`src/rtl/writeback_stage_if.sv`:
```
// rtl/writeback_stage_if.sv - MEM/WB capture bus and regfile writeback bus for writeback_stage
interface writeback_stage_if #(
    parameter int CNT_WIDTH = 16
);
    logic                 stall;
    logic                 mem_valid;
    logic [15:0]          mem_alu_out;
    logic [15:0]          mem_rdata;
    logic [15:0]          mem_pc_plus2;
    logic [1:0]           mem_wb_sel;
    logic                 mem_addr0;
    logic [2:0]           mem_dest;
    logic                 mem_dest_r7;
    logic                 mem_load_regfile;
    logic                 mem_load_cc;

    logic [15:0]          regfilemux_out;
    logic [2:0]           destb;
    logic                 dest_r7;
    logic                 load_regfile;
    logic                 fwd_valid;
    logic [2:0]           fwd_reg;
    logic [2:0]           cc_nzp;
    logic                 retire_pulse;
    logic [CNT_WIDTH-1:0] retire_count;

    modport master (
        output stall, mem_valid, mem_alu_out, mem_rdata, mem_pc_plus2, mem_wb_sel,
               mem_addr0, mem_dest, mem_dest_r7, mem_load_regfile, mem_load_cc,
        input  regfilemux_out, destb, dest_r7, load_regfile, fwd_valid, fwd_reg,
               cc_nzp, retire_pulse, retire_count
    );

    modport slave (
        input  stall, mem_valid, mem_alu_out, mem_rdata, mem_pc_plus2, mem_wb_sel,
               mem_addr0, mem_dest, mem_dest_r7, mem_load_regfile, mem_load_cc,
        output regfilemux_out, destb, dest_r7, load_regfile, fwd_valid, fwd_reg,
               cc_nzp, retire_pulse, retire_count
    );
endinterface

```
`src/rtl/writeback_stage.sv`:
```
// rtl/writeback_stage.sv - LC-3b MEM/WB register, writeback mux, NZP register and retire counter
module writeback_stage #(
    parameter int CNT_WIDTH = 16
) (
    input  logic               clk,
    input  logic               reset,
    writeback_stage_if.slave   wb
);
    // Captured MEM/WB fields
    logic        wb_valid;
    logic        fresh;
    logic [15:0] wb_alu_out;
    logic [15:0] wb_rdata;
    logic [15:0] wb_pc_plus2;
    logic [1:0]  wb_sel;
    logic        wb_addr0;
    logic [2:0]  wb_dest;
    logic        wb_dest_r7;
    logic        wb_load_regfile;
    logic        wb_load_cc;

    logic [2:0]           nzp_q;
    logic [CNT_WIDTH-1:0] count_q;

    logic [15:0] wb_data;
    logic [2:0]  nzp_next;
    logic        retire;

    // Pipeline register: load on every unstalled edge; fresh marks the first cycle of an instruction
    always_ff @(posedge clk or posedge reset) begin
        if (reset) begin
            wb_valid        <= 1'b0;
            fresh           <= 1'b0;
            wb_alu_out      <= 16'h0000;
            wb_rdata        <= 16'h0000;
            wb_pc_plus2     <= 16'h0000;
            wb_sel          <= 2'b00;
            wb_addr0        <= 1'b0;
            wb_dest         <= 3'b000;
            wb_dest_r7      <= 1'b0;
            wb_load_regfile <= 1'b0;
            wb_load_cc      <= 1'b0;
        end else if (!wb.stall) begin
            wb_valid        <= wb.mem_valid;
            fresh           <= 1'b1;
            wb_alu_out      <= wb.mem_alu_out;
            wb_rdata        <= wb.mem_rdata;
            wb_pc_plus2     <= wb.mem_pc_plus2;
            wb_sel          <= wb.mem_wb_sel;
            wb_addr0        <= wb.mem_addr0;
            wb_dest         <= wb.mem_dest;
            wb_dest_r7      <= wb.mem_dest_r7;
            wb_load_regfile <= wb.mem_load_regfile;
            wb_load_cc      <= wb.mem_load_cc;
        end else begin
            fresh           <= 1'b0;
        end
    end

    // Writeback data select and the condition codes that data would produce
    always_comb begin
        wb_data = 16'h0000;
        case (wb_sel)
            2'b00:   wb_data = wb_alu_out;
            2'b01:   wb_data = wb_rdata;
            2'b10:   wb_data = {8'h00, (wb_addr0 ? wb_rdata[15:8] : wb_rdata[7:0])};
            default: wb_data = wb_pc_plus2;
        endcase
        nzp_next = 3'b001;
        if (wb_data == 16'h0000)
            nzp_next = 3'b010;
        else if (wb_data[15])
            nzp_next = 3'b100;
    end

    // Retirement happens only in an instruction's first WB cycle, so stalls never double-count
    assign retire = wb_valid & fresh;

    // NZP and retire counter update once per retired instruction
    always_ff @(posedge clk or posedge reset) begin
        if (reset) begin
            nzp_q   <= 3'b010;
            count_q <= '0;
        end else if (retire) begin
            count_q <= count_q + {{(CNT_WIDTH-1){1'b0}}, 1'b1};
            if (wb_load_cc)
                nzp_q <= nzp_next;
        end
    end

    // Regfile port and forwarding tap; the write stays asserted across a stall (idempotent rewrite)
    always_comb begin
        wb.regfilemux_out = wb_data;
        wb.destb          = wb_dest;
        wb.dest_r7        = wb_dest_r7;
        wb.load_regfile   = wb_valid & wb_load_regfile;
        wb.fwd_valid      = wb_valid & wb_load_regfile;
        wb.fwd_reg        = wb_dest_r7 ? 3'b111 : wb_dest;
        wb.cc_nzp         = nzp_q;
        wb.retire_pulse   = retire;
        wb.retire_count   = count_q;
    end
endmodule

```
`src/flat_wrapper.sv`:
```
// flat-port wrapper written by rule: the top's interface ports become plain ports
module writeback_stage_flat 
#(
    parameter int CNT_WIDTH = 16
)
  (clk, reset, wb_stall, wb_mem_valid, wb_mem_alu_out, wb_mem_rdata, wb_mem_pc_plus2, wb_mem_wb_sel, wb_mem_addr0, wb_mem_dest, wb_mem_dest_r7, wb_mem_load_regfile, wb_mem_load_cc, wb_regfilemux_out, wb_destb, wb_dest_r7, wb_load_regfile, wb_fwd_valid, wb_fwd_reg, wb_cc_nzp, wb_retire_pulse, wb_retire_count);
  writeback_stage_if #(.CNT_WIDTH(CNT_WIDTH)) wb_i ();
  input  logic clk;
  input  logic reset;
  input wire logic [$bits(wb_i.stall)-1:0] wb_stall;
  input wire logic [$bits(wb_i.mem_valid)-1:0] wb_mem_valid;
  input wire logic [$bits(wb_i.mem_alu_out)-1:0] wb_mem_alu_out;
  input wire logic [$bits(wb_i.mem_rdata)-1:0] wb_mem_rdata;
  input wire logic [$bits(wb_i.mem_pc_plus2)-1:0] wb_mem_pc_plus2;
  input wire logic [$bits(wb_i.mem_wb_sel)-1:0] wb_mem_wb_sel;
  input wire logic [$bits(wb_i.mem_addr0)-1:0] wb_mem_addr0;
  input wire logic [$bits(wb_i.mem_dest)-1:0] wb_mem_dest;
  input wire logic [$bits(wb_i.mem_dest_r7)-1:0] wb_mem_dest_r7;
  input wire logic [$bits(wb_i.mem_load_regfile)-1:0] wb_mem_load_regfile;
  input wire logic [$bits(wb_i.mem_load_cc)-1:0] wb_mem_load_cc;
  output wire logic [$bits(wb_i.regfilemux_out)-1:0] wb_regfilemux_out;
  output wire logic [$bits(wb_i.destb)-1:0] wb_destb;
  output wire logic [$bits(wb_i.dest_r7)-1:0] wb_dest_r7;
  output wire logic [$bits(wb_i.load_regfile)-1:0] wb_load_regfile;
  output wire logic [$bits(wb_i.fwd_valid)-1:0] wb_fwd_valid;
  output wire logic [$bits(wb_i.fwd_reg)-1:0] wb_fwd_reg;
  output wire logic [$bits(wb_i.cc_nzp)-1:0] wb_cc_nzp;
  output wire logic [$bits(wb_i.retire_pulse)-1:0] wb_retire_pulse;
  output wire logic [$bits(wb_i.retire_count)-1:0] wb_retire_count;
  assign wb_i.stall = wb_stall;
  assign wb_i.mem_valid = wb_mem_valid;
  assign wb_i.mem_alu_out = wb_mem_alu_out;
  assign wb_i.mem_rdata = wb_mem_rdata;
  assign wb_i.mem_pc_plus2 = wb_mem_pc_plus2;
  assign wb_i.mem_wb_sel = wb_mem_wb_sel;
  assign wb_i.mem_addr0 = wb_mem_addr0;
  assign wb_i.mem_dest = wb_mem_dest;
  assign wb_i.mem_dest_r7 = wb_mem_dest_r7;
  assign wb_i.mem_load_regfile = wb_mem_load_regfile;
  assign wb_i.mem_load_cc = wb_mem_load_cc;
  assign wb_regfilemux_out = wb_i.regfilemux_out;
  assign wb_destb = wb_i.destb;
  assign wb_dest_r7 = wb_i.dest_r7;
  assign wb_load_regfile = wb_i.load_regfile;
  assign wb_fwd_valid = wb_i.fwd_valid;
  assign wb_fwd_reg = wb_i.fwd_reg;
  assign wb_cc_nzp = wb_i.cc_nzp;
  assign wb_retire_pulse = wb_i.retire_pulse;
  assign wb_retire_count = wb_i.retire_count;
  writeback_stage #(.CNT_WIDTH(CNT_WIDTH)) u_core (.clk(clk), .reset(reset), .wb(wb_i));
endmodule
```
`config.mk`:
```
export PLATFORM = sky130hd
export DESIGN_NAME = writeback_stage_flat
export DESIGN_NICKNAME = d
export VERILOG_FILES = /design/src/rtl/writeback_stage_if.sv /design/src/rtl/writeback_stage.sv /design/src/flat_wrapper.sv
export SDC_FILE = /design/constraint.sdc
export NUM_CORES = 1
export LEC_CHECK = 0
export ABC_AREA = 1
export CAP_MARGIN = 20
export CORE_MARGIN = 2
export CORE_UTILIZATION = 45
export CTS_BUF_LIST = sky130_fd_sc_hd__clkbuf_2 sky130_fd_sc_hd__clkbuf_4 sky130_fd_sc_hd__clkbuf_8
export CTS_CLUSTER_DIAMETER = 120
export CTS_CLUSTER_SIZE = 14
export DETAILED_ROUTE_END_ITERATION = 16
export GPL_ROUTABILITY_DRIVEN = 1
export PLACE_DENSITY = 0.77
export SYNTH_ARGS = -nofsm -noshare
export SYNTH_HDL_FRONTEND = slang
export SYNTH_SLANG_ARGS = --single-unit
```
`constraint.sdc`:
```
create_clock -name clk -period 3.4 [get_ports clk]
set_input_delay 1.02 -clock clk [delete_from_list [all_inputs] [get_ports clk]]
set_output_delay 1.02 -clock clk [all_outputs]
set_load 0.1 [all_outputs]
```
After elaboration in Yosys (flattened, before gate mapping)
Cells that the tools add are included.

Mux-type cells: 6. Shift operators: 0. Magnitude comparators: 0. Reductions and logical operators: 3. Multipliers: 0. Eq/ne operators: 2. $add $sub $neg: 1. Divide/modulo/power cells: 0. Bitwise logic cells: 2.

Operator list (number): $pmux W16 S3 (1); $add A16 B1 Y16 const B (1); $logic_not A16 Y1 (1); $mux W3 (3); $mux W8 (1); $and A1 B1 Y1 (2); $eq A2 B1 Y1 const B (1); $eq A2 B2 Y1 const B (1); $logic_not A2 Y1 (1); $reduce_and A2 Y1 (1); $mux W1 (1).

Latch bits: 0. Bits of input ports: 61. Bits in read-only memories: 0. Output and inout port bits: 45. Memories kept: 0. Logic and storage cells: 27. Bits in writable memories: 0. Register bits after elaboration: 78.

Depth between registers and ports, before layout
Gate-level depths: netlist of run 1.

Word-level depth: 4. Depth in mapped cells: 12.

Worst setup path before layout of run 1
OpenSTA, ideal clock, no wires.

Path type: register to output. From: reg u_core.wb_dest_r7, in the netlist u_core.wb.dest_r7. To: out wb_fwd_reg[0]. Cell stages (with the launch flop): 3. Path buffers: 0. Arrival: 1754 ps. Slack: 626 ps. Data required time: 2380 ps. Path through: dfrtp_1 > inv_1 > nand2_1.

Cells in the longest elaborated chain, start to end: 1.

Ends and longest elaborated chain: start, declared (RTL line writeback_stage.sv:18) `logic wb_dest_r7;`; start signal, assigned (RTL line writeback_stage.sv:52) `wb_dest_r7 <= wb.mem_dest_r7;`; $mux W3 (RTL line writeback_stage.sv:98) `wb.fwd_reg = wb_dest_r7 ? 3'b111 : wb_dest;`; end, declared (RTL line flat_wrapper.sv:26) `output wire logic [$bits(wb_i.fwd_reg)-1:0] wb_fwd_reg;`.

Every way passes these cells.

Worst setup path after layout of run 1
From: reg u_core.wb_sel[1]. To: out wb_regfilemux_out[1].

Cells in the longest elaborated chain, start to end: 2. Elaborated cells on any way between the ends: 4. Classes of those cells: eq/ne: 2; mux: 1; reduce/logical: 1.

Ends and longest elaborated chain: start, declared (RTL line writeback_stage.sv:15) `logic [1:0] wb_sel;`; start signal, assigned (RTL line writeback_stage.sv:49) `wb_sel <= wb.mem_wb_sel;`; $eq A2 B2 Y1, or another cell as far along (RTL line writeback_stage.sv:63) `case (wb_sel)`; $pmux W16 S3 * (RTL line writeback_stage.sv:63); end, declared (RTL line flat_wrapper.sv:21) `output wire logic [$bits(wb_i.regfilemux_out)-1:0] wb_regfilemux_out;`.

Every way passes the cells marked *; elsewhere a longest branch is shown, timed or not.

==> key figures, run 1 <==
Outcome
  • Status: completed

Synthesis
  • Avg Inst Size Synth: 7.85 um^2
  • Post-synth EDFFs: 0
  • Synthesized area: 3750 um^2
  • Synth warn: 0
  • Register area share after synthesis: 52.1%
  • Number of synthesized register bits: slightly below 80
  • Distinct cells, synth: 26
  • Synth top area share: 51.4%
  • Asr flop ratio synth: 100%
  • Yosys top cell by area: dfrtp_1
  • Synth area leaders: dfrtp_1 51%, nand2_1 22%, nand3_1 4.4%
  • Synthesized instance count: 478
  • Syn Nets: 540
  • Synth Flop Type: dfrtp_1

CTS
  • Max H-tree Level: 3
  • TritonCTS Buffers: 9
  • Clk Latency, worst-skew pair: ~0.35 ns
  • Cell at the root of the clock tree: clkbuf_8
  • Post-CTS setup buffers: 0
  • TritonCTS clock tree: yes
  • CTS Hold Bufs: 0
  • CTS Sinks: between 70 and 80
  • PostCTS Resize Cnt: 0
  • Clock Tree Buf Depth: 2
  • Clock-pin slew on the worst setup and hold paths: 0.08 ns

Timing
  • Slew Viols, Final: 0
  • Final hold violation count: 0
  • Setup violators final: 0
  • Crit path time final: 3.17 ns
  • Setup_tns: 0 ns
  • RSZ-0062 raised after global routing: false
  • Worst Skew: 0.00986 ns
  • Tcrit/Tclk final: between 90% and 100%
  • Fmax: 316 MHz
  • Worst-margin pin slew: 0.625 ns
  • Worst rel slew slack: between 50% and 60%

Routing
  • DR iter-0 viols: between 150 and 200
  • Highest routed layer: met4
  • Met2 wire len: between 4 and 5 mm
  • DRC viols: 0
  • Via/cell ratio: just under 5
  • Drt pass-1 iters: 4
  • Metal3 WL: between 600 and 700 um
  • Drt total wl: 9.48 mm
  • DRT met1 WL: 4.30 mm
  • Routed Antenna Nets: 0
  • Drt wl/cell: 13.7 um
  • Vias: around 3400

Floorplan
  • Initial core utilization: 46.1%
  • Site Rows: 33
  • I/O pin count: 106
  • Core area: ~8000 um^2
  • Die width: approximately 95 um
  • Die area: 9080 um^2
  • Die height: 95.3 um

Run
  • Max Cap Viol: 0

Critical path
  • Reg2reg path depth: 9
  • CP Data Arrival Time: 2.15 ns
  • CP Cell Sequence: inv_2, nor2_2, nand3_1, nand3_1, nand2_1, inv_1, buf_12
  • CP Class: reg -> out
  • R2R setup slack: 1.41 ns
  • Worst path top cell family by delay: flip-flops
  • Crit path from: u_core.wb_sel[1]
  • Top fanout value on the critical path: 13
  • Worst R2R End: u_core.wb.cc_nzp[0]
  • Critical path launch point type: register
  • Critical path buffers and inverters: 3
  • Reg2reg start: u_core.wb_sel[1]
  • Critical Path End Type: output port
  • Most used cell, CP: nand3_1
  • CP peak stage delay: about 0.69 ns
  • CP max stage cell: dfrtp_1
  • Worst Path Required: around 2.4 ns

Power and ir drop
  • Max VDD drop: 0.000270 V
  • PD cells: 589 nW/um^2
  • Final Power: 3060 uW
  • Leakage: 0.00269 uW

Worst hold path
  • Hold-critical path depth: 2
  • Worst Hold End: u_core.wb.cc_nzp[1]
  • Worst Hold Launch: u_core.wb.cc_nzp[1]
  • Hold Path Class: reg -> reg

Place
  • GP Congestion: about 0.91
  • Detailed placer's ending HPWL: 7.00 mm
  • Port Buffer Count: 105

Final layout
  • Inserted Diodes: 0
  • Most frequent cells in the layout: 224 x nand2_1, 77 x dfrtp_1, 60 x clkdlybuf4s50_1
  • Share of cells above drive strength 1: between 10% and 20%
  • FILL cells: approximately 650
  • Area delta synth->final: 38.4%
  • Commonest non-fill, non-tap cell in the layout: nand2_1
  • Final #Nets: 642

GRT
  • First-pass GRT wire length: 15.3 mm
  • Congestion Overflow GR: 0
  • Total GRT Usage: 22.2%
  • Largest net degree at the start of global routing: 50
  • Initial antenna violation count: 0
  • Vias in the first global route: between 3000 and 4000
state kept, by name, indices dropped and copies added (netlist names), 2 cells and up:
register                flops
u_core.wb_pc_plus2         16
u_core.wb_alu_out          16
u_core.wb.cc_nzp            3
u_core.wb_sel               2
u_core.wb.destb             3
u_core.wb.retire_count     16
u_core.wb_rdata            16
area by class of cell:
cell class              count  area [um^2]  share of cell area (%)
clock inverters             5         81.3                    1.57
clock buffers              11          151                    2.91
repair buffers            110         1190                    22.9
multi-input cells         337         1520                    29.3
inverters                  44          166                    3.20
flip-flops and latches     78         1950                    37.6
well taps                 105          131                    2.53
synthesized netlist by cell type, types with 3 or more instances:
library cell  instances
inv_1                40
nor2_2                6
buf_4                 3
o21ai_0              29
nand3_1              33
inv_2                 4
nor2_1               16
buf_6                 4
xor2_1                6
xnor2_1               7
dfrtp_1              77
nand3_2               3
nand2_1             224
clkbuf_1             12
tightest hold or removal path, stage by stage, from the launching register on:
cell     delay (ns)
dfstp_2        0.37
nand2_1        0.06
nand2_1        0.05
metal layers:
| metal | global-route usage, % | up-vias |
|---|---|---|
| li1 | - | 1667 |
| met1 | 30.1 | 1558 |
| met2 | 34.4 | 112 |
| met3 | 4.90 | 15 |
| met4 | 9.30 | 0 |
| met5 | 0 | - |
report_power, final:
group | total (uW) | internal, uW | leakage, uW | switching (uW)
clock | 794 | 453 | 0.000116 | 340
combinational | 1160 | 333 | 0.00161 | 824
sequential | 1110 | 1020 | 0.000967 | 84.6
total | 3060 | 1810 | 0.00269 | 1250
stage by stage:
stage	std cells	worst slack, ns	util, %	hold slack, ns	area (um^2)
finish	690	0.233	63.9	0.478	5190
global route	690	0.0753	63.9	0.494	5190
CTS	690	0.253	63.9	0.482	5190
detailed placement	674	0.637	61.0	0.468	4960
global placement	674	0.715	61.0	0.456	4960
floorplan	478	0.387	-	0.448	3750
worst max-delay path by stage:
stage,endpoint,slack [ns],depth (start not counted)
detailed placement,wb_regfilemux_out[1],0.64,7
floorplan,u_core.fresh,0.39,1
global route,wb_regfilemux_out[7],0.08,7
global placement,wb_regfilemux_out[7],0.72,7
CTS,wb_regfilemux_out[1],0.25,7
finish,wb_regfilemux_out[1],0.23,7
cell families after synthesis:
logic type | after synthesis | share of synthesized area, %
simple gates | 293 | 33.2
xor+xnor | 13 | 3.03
buf+inv | 63 | 7.40
fa+ha+maj | 1 | 0.333
flops | 78 | 52.1
compound gates | 30 | 4.00
No activity file was read; power rests on OpenSTA's default activity.
==> run 2: changes to the inputs <==
--- a/config.mk
+++ b/config.mk
@@ -7,7 +7,7 @@
 export LEC_CHECK = 0
 export ABC_AREA = 1
 export CAP_MARGIN = 20
-export CORE_MARGIN = 2
+export CORE_MARGIN = 1.5
 export CORE_UTILIZATION = 45
 export CTS_BUF_LIST = sky130_fd_sc_hd__clkbuf_2 sky130_fd_sc_hd__clkbuf_4 sky130_fd_sc_hd__clkbuf_8
 export CTS_CLUSTER_DIAMETER = 120
==> run 2 against run 1 <==
Against the previous run: maximum frequency hardly changed; first-iteration DRC count shrank 13%; clock skew grew 0.00059 ns; critical path depth unchanged; critical endpoint unchanged; largest power group unchanged.
==> key figures, run 2 (synthesis results as in run 1) <==
Timing
  • Worst Skew: 0.0104 ns (+0.000591 ns)
  • Tcrit/Tclk final: 93.2% (about the same)
  • Worst-margin pin slew: 0.614 ns (-0.0107 ns)
  • Worst rel slew slack: 59.0% (+0.70 points)
  • RSZ-0062 raised after global routing: false
  • Crit path time final: 3.17 ns (+0.00125 ns)
  • Setup_tns: 0 ns (unchanged)
  • Slew Viols, Final: 0 (unchanged)
  • Final hold violation count: 0 (unchanged)
  • Setup violators final: 0 (unchanged)
  • Fmax: 316 MHz (about the same)

GRT
  • Congestion Overflow GR: 0 (unchanged)
  • Largest net degree at the start of global routing: 79 (+58%)
  • First-pass GRT wire length: 15.6 mm (+1.6%)
  • Vias in the first global route: 3322 (+1.1%)
  • Initial antenna violation count: 0 (unchanged)
  • Total GRT Usage: 22.7% (+0.51 points)

Critical path
  • Top fanout value on the critical path: 13 (unchanged)
  • CP Cell Sequence: inv_2, nor2_2, nand3_1, nand3_1, nand2_1, inv_1, buf_12
  • Critical path launch point type: register
  • Most used cell, CP: nand3_1
  • CP Data Arrival Time: 2.15 ns (about the same)
  • Critical Path End Type: output port
  • CP Class: reg -> out
  • Worst path top cell family by delay: flip-flops
  • Worst Path Required: 2.38 ns (about the same)
  • CP max stage cell: dfrtp_1
  • CP peak stage delay: 0.67 ns (-0.02 ns)
  • Critical path buffers and inverters: 3 (unchanged)

Final layout
  • Commonest non-fill, non-tap cell in the layout: nand2_1
  • Final #Nets: 641 (-0.16%)
  • Most frequent cells in the layout: 224 x nand2_1, 77 x dfrtp_1, 60 x clkdlybuf4s50_1
  • Area delta synth->final: 37.1%
  • Inserted Diodes: 0 (unchanged)
  • Share of cells above drive strength 1: 15.1% (-0.15 points)

Routing
  • Via/cell ratio: 4.93 (+1.5%)
  • Routed Antenna Nets: 0 (unchanged)
  • Drt wl/cell: 13.9 um (+0.86%)
  • DRC viols: 0 (unchanged)
  • Drt total wl: 9.54 mm (+0.72%)
  • Vias: 3397 (+1.3%)
  • DR iter-0 viols: 164 (-13%)
  • Drt pass-1 iters: 4 (unchanged)

CTS
  • TritonCTS Buffers: 9 (unchanged)
  • Clock Tree Buf Depth: 2 (unchanged)
  • PostCTS Resize Cnt: 0 (unchanged)
  • CTS Hold Bufs: 0 (unchanged)
  • Post-CTS setup buffers: 0 (unchanged)
  • Max H-tree Level: 3 (unchanged)
  • Clock-pin slew on the worst setup and hold paths: 0.08 ns (about the same)
  • TritonCTS clock tree: yes
  • Cell at the root of the clock tree: clkbuf_8
  • CTS Sinks: 78 (unchanged)
  • Clk Latency, worst-skew pair: 0.34 ns (about the same)

Outcome
  • Status: completed

Power and ir drop
  • PD cells: 563 nW/um^2 (-4.3%)
  • Leakage: 0.00267 uW (-0.66%)
  • Max VDD drop: 0.000264 V (-1.9%)
  • Final Power: 2900 uW (-5.2%)

Floorplan
  • Die width: 94.3 um (-1.0%)
  • Core area: 8130 um^2 (unchanged)
  • Initial core utilization: 46.1% (unchanged)
  • Die area: 8900 um^2 (-2.1%)
  • Site Rows: 33 (unchanged)
  • I/O pin count: 106 (unchanged)
  • Die height: 94.3 um (-1.0%)

Worst hold path
  • Hold Path Class: reg -> reg

Place
  • Port Buffer Count: 105 (unchanged)
  • GP Congestion: 0.875 (-4.2%)
  • Detailed placer's ending HPWL: 7.03 mm (+0.30%)

Run
  • Max Cap Viol: 0 (unchanged)
==> run 2: cell count changes in the layout (fill, tap and decap cells not counted), sizes merged <==
cell      before  now
inv           43   44
buf           50   49
clkinvlp       1    0
clkbuf        11   13
bufinv         2    0
==> run 2: worst reg2reg max path, delay by kind of cell (launching register included) <==
family        cells  cell delay [ns]
simple gates      9             1.15
flops             1             0.67
==> run 2: through the flow <==
step | hold slack (ns) | setup slack, ns | area (um^2) | util [%] | cells
2_1_floorplan | 0.448 | 0.387 | 3750 | - | 478
3_3_place_gp | 0.456 | 0.740 | 4970 | 61.1 | 673
3_5_place_dp | 0.467 | 0.636 | 4970 | 61.1 | 673
4_1_cts | 0.487 | 0.231 | 5140 | 63.3 | 689
5_1_grt | 0.516 | 0.0896 | 5140 | 63.3 | 689
6_report | 0.486 | 0.232 | 5140 | 63.3 | 689
==> run 2: worst paths after layout <==
path / from / endpoint / slack (ns) / cells after the start
max in group asynchronous: reset / u_core.wb.cc_nzp[1] / 1.98 / 3
worst max register to register: u_core.wb_sel[1] / u_core.wb.cc_nzp[0] / 1.47 / 9
worst max-delay path: u_core.wb_sel[1] / wb_regfilemux_out[1] / 0.23 / 7
worst min-delay path: u_core.wb_load_cc / u_core.wb_load_cc / 0.49 / 2
worst min register to register: u_core.wb_load_cc / u_core.wb_load_cc / 0.49 / 2
min in group asynchronous: reset / u_core.wb_alu_out[3] / 1.06 / 3
==> run 2: where the power goes <==
group | internal [uW] | switching (uW) | total (uW) | leakage (uW)
registers | 1020 | 82.9 | 1110 | 0.000967
logic | 334 | 827 | 1160 | 0.00161
clock network | 310 | 322 | 632 | 0.0000981
==> run 2: cell type report <==
class,count,area (um^2)
clock buffer,13,160
timing repair buffer,109,1190
inverter,44,166
clock inverter,3,18.8
multi-input combinational,337,1520
sequential,78,1950
fill,679,2990
tap,105,131
==> run 2: per-layer routing <==
metal / share of wire [%] / GRT usage [%]
met3: 7.0 / 4.05
met1: 44 / 30.6
met5: 0 / 0
met4: 1.4 / 8.08
met2: 47 / 36.8
==> run 3: changes to the inputs <==
--- a/config.mk
+++ b/config.mk
@@ -5,7 +5,6 @@
 export SDC_FILE = /design/constraint.sdc
 export NUM_CORES = 1
 export LEC_CHECK = 0
-export ABC_AREA = 1
 export CAP_MARGIN = 20
 export CORE_MARGIN = 1.5
 export CORE_UTILIZATION = 45
@@ -13,7 +12,6 @@
 export CTS_CLUSTER_DIAMETER = 120
 export CTS_CLUSTER_SIZE = 14
 export DETAILED_ROUTE_END_ITERATION = 16
-export GPL_ROUTABILITY_DRIVEN = 1
 export PLACE_DENSITY = 0.77
 export SYNTH_ARGS = -nofsm -noshare
 export SYNTH_HDL_FRONTEND = slang
==> run 3 against run 2 <==
Against the previous run: register-to-register slack worse by 0.68 ns; die area down 1.8%; worst setup slack worse by 0.028 ns; power up 10%; cell count down 26%; synthesized area down 1.8%; clock skew down 0.00077 ns; sequential power up 5%; hold slack worse by 0.00082 ns; synthesized cell count down 38%; maximum frequency down 0.88%; design area down 0.19%.
==> key figures, run 3 <==
Outcome
  • Status: completed

Routing
  • DRC viols: 0 (unchanged)
  • Routed Antenna Nets: 0 (unchanged)
  • Drt wl/cell: 16.4 um (+18%)
  • Drt pass-1 iters: 4 (unchanged)
  • Vias: 2740 (-19%)
  • Drt total wl: 8.35 mm (-12%)
  • Via/cell ratio: 5.38 (+9.2%)
  • DR iter-0 viols: 143 (-13%)

Floorplan
  • Die height: 93.5 um (-0.89%)
  • Die area: 8740 um^2 (-1.8%)
  • Die width: 93.5 um (-0.89%)
  • Site Rows: 32 (-3.0%)
  • I/O pin count: 106 (unchanged)
  • Initial core utilization: 47.2% (+1.0 points)
  • Core area: 7810 um^2 (-4.0%)

GRT
  • Congestion Overflow GR: 0 (unchanged)
  • Initial antenna violation count: 0 (unchanged)
  • Largest net degree at the start of global routing: 79 (unchanged)
  • Vias in the first global route: 2693 (-19%)
  • First-pass GRT wire length: 13.4 mm (-14%)
  • Total GRT Usage: 20.3% (-2.4 points)

Synthesis
  • Avg Inst Size Synth: 12.4 um^2 (+57%)
  • Distinct cells, synth: 46 (+77%)
  • Post-synth EDFFs: 0 (unchanged)
  • Yosys top cell by area: dfrtp_1
  • Most common cell in the netlist: dfrtp_1
  • Synthesized instance count: 298 (-38%)
  • Asr flop ratio synth: 100% (unchanged)
  • Syn Nets: 360 (-33%)
  • Register area share after synthesis: 53.0% (+0.97 points)
  • Synth warn: 0 (unchanged)
  • Synth Flop Type: dfrtp_1
  • Synthesized area: 3680 um^2 (-1.8%)
  • Synth top area share: 52.3% (+0.96 points)
  • Synth area leaders: dfrtp_1 52%, mux2_2 20%, xnor2_1 2.6%
  • Number of synthesized register bits: 78 (unchanged)
  • Synth top cells by count: 77 x dfrtp_1, 64 x mux2_2, 16 x nand2_1

Final layout
  • Final #Nets: 464 (-28%)
  • Share of cells above drive strength 1: 35.1% (+20 points)
  • Finished Cell Area: 5130 um^2 (-0.19%)
  • Area delta synth->final: 39.4%
  • Most frequent cells in the layout: 77 x dfrtp_1, 64 x mux2_2, 59 x clkdlybuf4s50_1
  • Final core utilization: 65.8% (+2.5 points)
  • Commonest non-fill, non-tap cell in the layout: dfrtp_1
  • Inserted Diodes: 0 (unchanged)

Place
  • Placed cell area: 4930 um^2 (-0.66%)
  • Detailed placer's ending HPWL: 6.17 mm (-12%)
  • Port Buffer Count: 105 (unchanged)
  • GP Congestion: 0.936 (+7.0%)
  • DP Worst Slack: 0.574 ns (-0.0621 ns)

Critical path
  • Worst Path Required: 2.38 ns (about the same)
  • Critical Path End Type: output port
  • Critical path launch point type: register
  • CP Class: reg -> out
  • CP Data Arrival Time: 2.18 ns (+0.03 ns)
  • Top fanout value on the critical path: 20 (+7)

CTS
  • CTS Hold Bufs: 0 (unchanged)
  • TritonCTS clock tree: yes
  • Max H-tree Level: 3 (unchanged)
  • PostCTS Resize Cnt: 0 (unchanged)
  • Clk Latency, worst-skew pair: 0.36 ns (+0.02 ns)
  • Clock-pin slew on the worst setup and hold paths: 0.07 ns (about the same)
  • CTS Sinks: 78 (unchanged)
  • Post-CTS setup buffers: 0 (unchanged)
  • TritonCTS Buffers: 9 (unchanged)
  • Clock Tree Buf Depth: 2 (unchanged)
  • Cell at the root of the clock tree: clkbuf_8

Timing
  • Fmax: 313 MHz (-0.88%)
  • Tcrit/Tclk final: 94.0% (+0.83 points)
  • Crit path time final: 3.20 ns (+0.0282 ns)
  • Worst Skew: 0.00967 ns (-0.000775 ns)
  • Setup_tns: 0 ns (unchanged)
  • Slew Viols, Final: 0 (unchanged)
  • Setup violators final: 0 (unchanged)
  • Final hold violation count: 0 (unchanged)
  • Final setup margin: 0.203 ns (-0.0282 ns)
  • RSZ-0062 raised after global routing: false
  • Worst rel slew slack: 59.5% (+0.47 points)
  • Worst-margin pin slew: 0.602 ns (-0.0117 ns)

Power and ir drop
  • Max VDD drop: 0.000351 V (+33%)
  • PD cells: 623 nW/um^2 (+11%)
  • Leakage: 0.00221 uW (-17%)

Run
  • Max Cap Viol: 0 (unchanged)

Worst hold path
  • Hold Path Class: reg -> reg
[run 3: cell types whose count changed after synthesis, moves of 6 or more]
cell,previous run,this run
mux2i_1,0,6
nand3_1,33,7
mux2_2,0,64
a22o_1,0,10
nor2_1,16,10
nand2_1,224,16
a21oi_1,1,7
inv_1,40,5
o21ai_0,29,9
o21a_1,0,7
[run 3: layer usage]
layer	share of wire, %	global-route usage, %	vias to the layer above
met5	0	0	-
met4	2.7	10.7	0
met3	6.2	3.66	19
met2	47	31.1	92
met1	44	27.3	1348
li1	-	-	1281
[run 3: kinds of logic (layout without fill, tap and decap cells)]
logic type / after synthesis / count (layout) / synth area share [%]
xor+xnor: 15 / 15 / 3.57
fa+ha+maj: 1 / 1 / 0.340
buf+inv: 22 / 131 / 2.89
compound gates: 45 / 45 / 8.66
simple gates: 64 / 64 / 9.31
mux: 73 / 73 / 22.2
flops: 78 / 78 / 53.0
[run 3: critical path, cell delays in order (launching register included)]
cell and delay (ns):
dfrtp_1 0.70, nor4b_1 0.12, nor4_1 0.56, o21a_1 0.26
buf_12 0.18
[run 3: worst paths after layout]
check | startpoint | end | slack [ns] | depth (start not counted)
setup reg to reg | u_core.wb_sel[1] | u_core.wb.cc_nzp[1] | 0.79 | 7
min in group asynchronous | reset | u_core.wb.retire_count[13] | 1.07 | 3
setup / recovery | u_core.wb_sel[0] | wb_regfilemux_out[6] | 0.20 | 4
hold / removal | u_core.wb.retire_count[15] | u_core.wb.retire_count[15] | 0.48 | 1
max in group asynchronous | reset | u_core.wb.cc_nzp[1] | 2.01 | 3
hold reg to reg | u_core.wb.retire_count[15] | u_core.wb.retire_count[15] | 0.48 | 1
[run 3: report_power, final]
group	total (uW)	switching (uW)	internal, uW
combinational	1340	891	446
clock	709	341	367
sequential	1160	118	1040
total	3200	1350	1850
[run 3: area by class of cell]
cell class / count / area, um^2
Clock buffer: 11 / 145
Clock inverter: 5 / 56.3
Fill cell: 630 / 2670
Inverter: 5 / 20.0
Multi-Input combinational cell: 198 / 1640
Sequential cell: 78 / 1950
Tap cell: 102 / 128
Timing Repair Buffer: 110 / 1200
[run 3: through the flow]
step	total power, uW	std cells	hold slack, ns
6_report	3200	509	0.485
3_3_place_gp	2490	493	0.463
5_1_grt	3330	509	0.520
4_1_cts	3220	509	0.492
2_1_floorplan	2100	298	0.471
3_5_place_dp	2510	493	0.482
==> variant 1 (config.mk and constraints of run 1) <==
Make the reset (`reset`) synchronous in 2 clocked blocks.
--- a/src/rtl/writeback_stage.sv
+++ b/src/rtl/writeback_stage.sv
@@ -28,5 +28,5 @@
 
     // Pipeline register: load on every unstalled edge; fresh marks the first cycle of an instruction
-    always_ff @(posedge clk or posedge reset) begin
+    always_ff @(posedge clk) begin
         if (reset) begin
             wb_valid        <= 1'b0;
@@ -78,5 +78,5 @@
 
     // NZP and retire counter update once per retired instruction
-    always_ff @(posedge clk or posedge reset) begin
+    always_ff @(posedge clk) begin
         if (reset) begin
             nzp_q   <= 3'b010;
Check against the original RTL: differs if reset is asserted again (counterexample within 4 cycles, from zero or initial values and one cycle with reset high); with reset held inactive, the same outputs for 10 cycles.
==> variant 1 against run 1 <==
- sequential cell count unchanged
- design area decreased by 6.5%
- sequential share of layout area decreased by 5.5 points
- critical endpoint is now wb_regfilemux_out[3]
- total power decreased by 23%
- cell count increased by 3.2%
- first-iteration DRC count decreased by 35%
- wire length increased by 2.1%
- worst setup slack got worse by 0.0036 ns
- critical path type unchanged
- synthesized area decreased by 5.0%
- via count increased by 5.4%
- global-route usage increased by 1.0 points
- critical path depth increased by 1
==> variant 1: results (changes against run 1) <==
[yosys]
synth_compound_area_frac=0.1341  ; +0.09407
synth_flop_cell=dfxtp_1
ys_types=29  ; +12%
yosys-top-cells-count=118 x nor2_1, 100 x nand2_1, 78 x dfxtp_1, 68 x o21ai_0, 31 x inv_1
synth_xor_area_frac=0.004914  ; -0.02543
ys_top_cells_by_area=dfxtp_1 44%, nor2_1 12%, nand2_1 11%, o21ai_0 9.5%, nand3_1 3.8%
synth_fa_ha_area_frac=0.003510  ; +0.0001756
syn-num-nets=575  ; +6.5%
synthMuxAreaShare=0  ; unchanged
ys_seq_area_frac=0.4380  ; -0.08246
synthArstFlopShare=0  ; -1.000
synth_area_per_cell_um2=6.949  ; -11%

[detailed_routing]
met3WireLength_um=660  ; -0.30%
vias_per_cell=4.962  ; +2.1%
drt-initial-drc-count=122  ; -35%
wl_met1_mm=4.184  ; -2.7%
vias=3533  ; +5.4%
dr.pass1.iters=6  ; +2
wl_per_cell_um=13.59  ; -1.0%
wl_met2_mm=4.695  ; +9.0%

[sta]
fin_skew_ns=0.005334  ; -0.004522 ns
period_minus_slack_ns=3.171  ; +0.003604 ns
tightestPinTransition_ns=0.7292  ; +0.1043 ns

[global_route]
grt_max_degree=70  ; +40%
use_met1=0.2922  ; -0.008778
antenna_found_initial=0  ; unchanged
grt_pass1_wl_mm=15.84  ; +3.3%
grt_use_met3=0.05963  ; +0.01062
grtUsageMet2=0.3949  ; +0.05044
grt_pass1_vias=3440  ; +4.7%
grtUsageTotal=0.2321  ; +0.01015

[run_status]
status=completed

[place]
gp_congestion=0.9084  ; -0.47%
placed_cells=697  ; +3.4%
placed_area_um2=4647  ; -6.3%
hpwl_mm=7.173  ; +2.4%

[worst_setup_path]
critical-path-max-stage-delay_ns=0.79  ; +0.10 ns
crit_fanout=19  ; +6
r2r_setup_slack_ns=1.27  ; -0.14 ns
r2r_cells=11  ; +2
crit_end=wb_regfilemux_out[3]
crit_start=u_core.wb_sel[0]$_SDFFE_PP0N_
rr_endpoint=u_core.wb.cc_nzp[0]$_SDFFE_PP0P_

[final_layout]
final_nets=668  ; +4.0%
drive_above_1_share=0.1525  ; +0.0003223

[power_and_ir_drop]
p_leak_nw=2.121  ; -21%
ir_drop_v=0.0002737  ; +1.5%

## variant 1: changes by cell type after synthesis, moves of 7 or more
| cell | before | now |
|---|---|---|
| a21oi_1 | 1 | 19 |
| clkbuf_1 | 12 | 20 |
| dfrtp_1 | 77 | 0 |
| dfxtp_1 | 0 | 78 |
| inv_1 | 40 | 31 |
| nand2_1 | 224 | 100 |
| nor2_1 | 16 | 118 |
| o21ai_0 | 29 | 68 |
| xnor2_1 | 7 | 0 |
## variant 1: worst min path at each step
stage | startpoint | endpoint | slack [ns]
detailed placement | u_core.wb_pc_plus2[0]$_SDFFE_PP0N_ | u_core.wb_pc_plus2[0]$_SDFFE_PP0N_ | 0.46
global route | u_core.wb_pc_plus2[0]$_SDFFE_PP0N_ | u_core.wb_pc_plus2[0]$_SDFFE_PP0N_ | 0.49
finish | u_core.wb_pc_plus2[0]$_SDFFE_PP0N_ | u_core.wb_pc_plus2[0]$_SDFFE_PP0N_ | 0.46
CTS | u_core.wb_pc_plus2[0]$_SDFFE_PP0N_ | u_core.wb_pc_plus2[0]$_SDFFE_PP0N_ | 0.47
floorplan | u_core.wb_pc_plus2[0]$_SDFFE_PP0N_ | u_core.wb_pc_plus2[0]$_SDFFE_PP0N_ | 0.43
global placement | u_core.wb_pc_plus2[0]$_SDFFE_PP0N_ | u_core.wb_pc_plus2[0]$_SDFFE_PP0N_ | 0.45
## variant 1: cell type report
type,instances,area (um^2)
fillers,707,2830
multi-input cells,375,1745
flip-flops and latches,78,1562
repair buffers,109,1089
well taps,102,127.6
clock buffers,9,123.9
inverters,33,123.9
clock inverters,6,86.33
## variant 1: where the power goes
part / internal [mW] / switching [mW]
sequential: 0.963 / 0.0426
combinational: 0.201 / 0.392
clock: 0.409 / 0.335
total: 1.57 / 0.770
==> variant 2 (flow settings as in run 1) <==
Without the edit above. `CNT_WIDTH` is set to 16 in 3 places; all go to 12.
--- a/src/rtl/writeback_stage_if.sv
+++ b/src/rtl/writeback_stage_if.sv
@@ -1,5 +1,5 @@
 // rtl/writeback_stage_if.sv - MEM/WB capture bus and regfile writeback bus for writeback_stage
 interface writeback_stage_if #(
-    parameter int CNT_WIDTH = 16
+    parameter int CNT_WIDTH = 12
 );
     logic                 stall;
--- a/src/rtl/writeback_stage.sv
+++ b/src/rtl/writeback_stage.sv
@@ -1,5 +1,5 @@
 // rtl/writeback_stage.sv - LC-3b MEM/WB register, writeback mux, NZP register and retire counter
 module writeback_stage #(
-    parameter int CNT_WIDTH = 16
+    parameter int CNT_WIDTH = 12
 ) (
     input  logic               clk,
--- a/src/flat_wrapper.sv
+++ b/src/flat_wrapper.sv
@@ -2,5 +2,5 @@
 module writeback_stage_flat 
 #(
-    parameter int CNT_WIDTH = 16
+    parameter int CNT_WIDTH = 12
 )
   (clk, reset, wb_stall, wb_mem_valid, wb_mem_alu_out, wb_mem_rdata, wb_mem_pc_plus2, wb_mem_wb_sel, wb_mem_addr0, wb_mem_dest, wb_mem_dest_r7, wb_mem_load_regfile, wb_mem_load_cc, wb_regfilemux_out, wb_destb, wb_dest_r7, wb_load_regfile, wb_fwd_valid, wb_fwd_reg, wb_cc_nzp, wb_retire_pulse, wb_retire_count);
Ports: changed (resized wb_retire_count); port bits go from 106 to 102. No check against the original RTL was run, so the function may have changed too.
==> variant 2 against run 1 <==
- count of clock-buffer cells in the layout unchanged
- core utilization is 0.35 points lower
- clock power is 13% lower
- sequential cell count decreased by 4
- worst setup slack improved by 0.028 ns
- wire length shrank 9.1%
- design area decreased by 7.0%
- total power fell by 4.6%
- worst hold slack improved by 0.0061 ns
- sequential share of layout area is 0.75 points higher
- fmax increased by 0.89%
- global-route usage fell by 0.36 points
- synthesized area down 7.5%
==> variant 2: results (changes against run 1) <==
[worst_setup_path]
slowest_stage=dfrtp_1
critical-path-max-stage-delay_ns=0.76  ; +0.07 ns
cpMostUsedCell=nand2_1
path_delay_family=flip-flops
rr_endpoint=u_core.wb.cc_nzp[0]$_DFFE_PP0P_
worstPathArrival_ns=2.12  ; -0.03 ns
r2r_cells=11  ; +2
r2r_setup_slack_ns=1.25  ; -0.16 ns
r2r_start=u_core.wb_sel[0]$_DFFE_PP0N_
crit_fanout=19  ; +6

[place]
gp_congestion=0.8814  ; -3.4%
port_buffers=101  ; -3.8%
place_ws_ns=0.6602  ; +0.02369 ns
hpwl_mm=6.340  ; -9.5%

[detailed_routing]
drt-initial-drc-count=164  ; -13%
wl_per_cell_um=13.15  ; -4.3%
vias=3133  ; -6.5%
dr.pass1.iters=4  ; unchanged

[hold_path]
min-delay-start=u_core.wb_load_cc$_DFFE_PP0N_
hold_class=reg2reg
min_to=u_core.wb_load_cc$_DFFE_PP0N_
min_path_cells=2  ; unchanged

[yosys]
synth_flop_cell=dfrtp_1
ys_seq_area_frac=0.5337  ; +0.01319
ys_top_cells_by_area=dfrtp_1 53%, nand2_1 23%, nand3_1 4.6%, o21ai_0 4.2%, inv_1 4.1%
synthArstFlopShare=1.000  ; unchanged
ys_types=22  ; -15%
yosys-top-cells-count=217 x nand2_1, 73 x dfrtp_1, 38 x inv_1, 32 x nand3_1, 29 x o21ai_0
syn-num-nets=513  ; -5.0%
ys.warnings.count=0  ; unchanged

[global_route]
grtUsageTotal=0.2183  ; -0.003630
antenna_found_initial=0  ; unchanged
grt_pass1_wl_mm=14.58  ; -4.9%
grt_max_degree=48  ; -4.0%

[final_layout]
drive_above_1_share=0.1338  ; -0.01832
num_antenna_cells=0  ; unchanged
final_nets=610  ; -5.0%
reg_top3=u_core.wb_alu_out: 16 flops, u_core.wb_pc_plus2: 16 flops, u_core.wb_rdata: 16 flops

[clock_tree]
clock_latency_ns=0.34
cts_buffer_depth=2  ; unchanged
clk_pin_slew_ns=0.08  ; about the same
h-tree-depth=3  ; unchanged
cts_setup_buffers=0  ; unchanged
cts_resized=0  ; unchanged
cts_made_buffers=9  ; unchanged
clockRootBuffer=clkbuf_8

[power_and_ir_drop]
p_leak_nw=2.529  ; -6.1%
ir_drop_v=0.0002768  ; +2.7%

[sta]
holdWs_ns=0.4840  ; +0.006072 ns
tightestPinTransition_ns=0.6441  ; +0.01923 ns
fin_skew_ns=0.006318  ; -0.003539 ns

[run_status]
status=completed

==> variant 2: worst register-to-register path, stage by stage, from the launching register on <==
cell	delay, ns
dfrtp_1	0.76
inv_1	0.18
nor2_1	0.29
nand2_1	0.09
nand2_1	0.07
nand2_1	0.06
nand2_1	0.09
nand2_1	0.06
nor2_1	0.23
nand3_1	0.11
nand2_1	0.07
nand2_1	0.04
==> variant 2: how the worst max path moves through the flow <==
stage | from | to | slack (ns) | depth (start not counted)
floorplan | reset | u_core.fresh$_DFF_PP0_ | 0.50 | 1
global placement | u_core.wb_sel[0]$_DFFE_PP0N_ | wb_regfilemux_out[0] | 0.70 | 8
detailed placement | u_core.wb_sel[0]$_DFFE_PP0N_ | wb_regfilemux_out[0] | 0.66 | 8
CTS | u_core.wb_sel[0]$_DFFE_PP0N_ | wb_regfilemux_out[0] | 0.28 | 8
global route | u_core.wb_sel[0]$_DFFE_PP0N_ | wb_regfilemux_out[0] | 0.08 | 8
finish | u_core.wb_sel[0]$_DFFE_PP0N_ | wb_regfilemux_out[0] | 0.26 | 8
==> variant 2: cells by family after synthesis <==
| logic type | count (synthesis) | share of synthesized area |
|---|---|---|
| adders and majority gates | 1 | 0.003603 |
| buffers and inverters | 61 | 0.07243 |
| xor gates and xnor gates | 11 | 0.02775 |
| AOI/OAI and AO/OA | 30 | 0.04324 |
| and+or+nand+nor | 274 | 0.3193 |
| DFF | 74 | 0.5337 |
==> variant 2: layout make-up <==
type / count / area [um^2]
fillers: 679 / 2776
flip-flops and latches: 74 / 1853
multi-input cells: 316 / 1368
repair buffers: 105 / 1126
inverters: 42 / 157.7
clock buffers: 11 / 145.1
well taps: 102 / 127.6
clock inverters: 5 / 53.80
==> variant 2: layer usage <==
| metal | share of wire | track usage |
|---|---|---|
| met5 | 0 | 0 |
| met4 | 0.018 | 0.08333 |
| met3 | 0.059 | 0.04355 |
| met2 | 0.47 | 0.3505 |
| met1 | 0.45 | 0.2939 |
==> variant 2: power by group <==
group | internal [mW] | total (mW) | switching (mW) | leakage, nW
sequential | 0.979 | 1.07 | 0.0890 | 0.911
combinational | 0.324 | 1.16 | 0.838 | 1.51
clock | 0.365 | 0.688 | 0.323 | 0.106
==> variant 2: per-stage QoR <==
step	instances	cell area (um^2)
CTS	655	4831
detailed placement	639	4632
floorplan	451	3472
finish	655	4831
global route	655	4831
global placement	639	4632
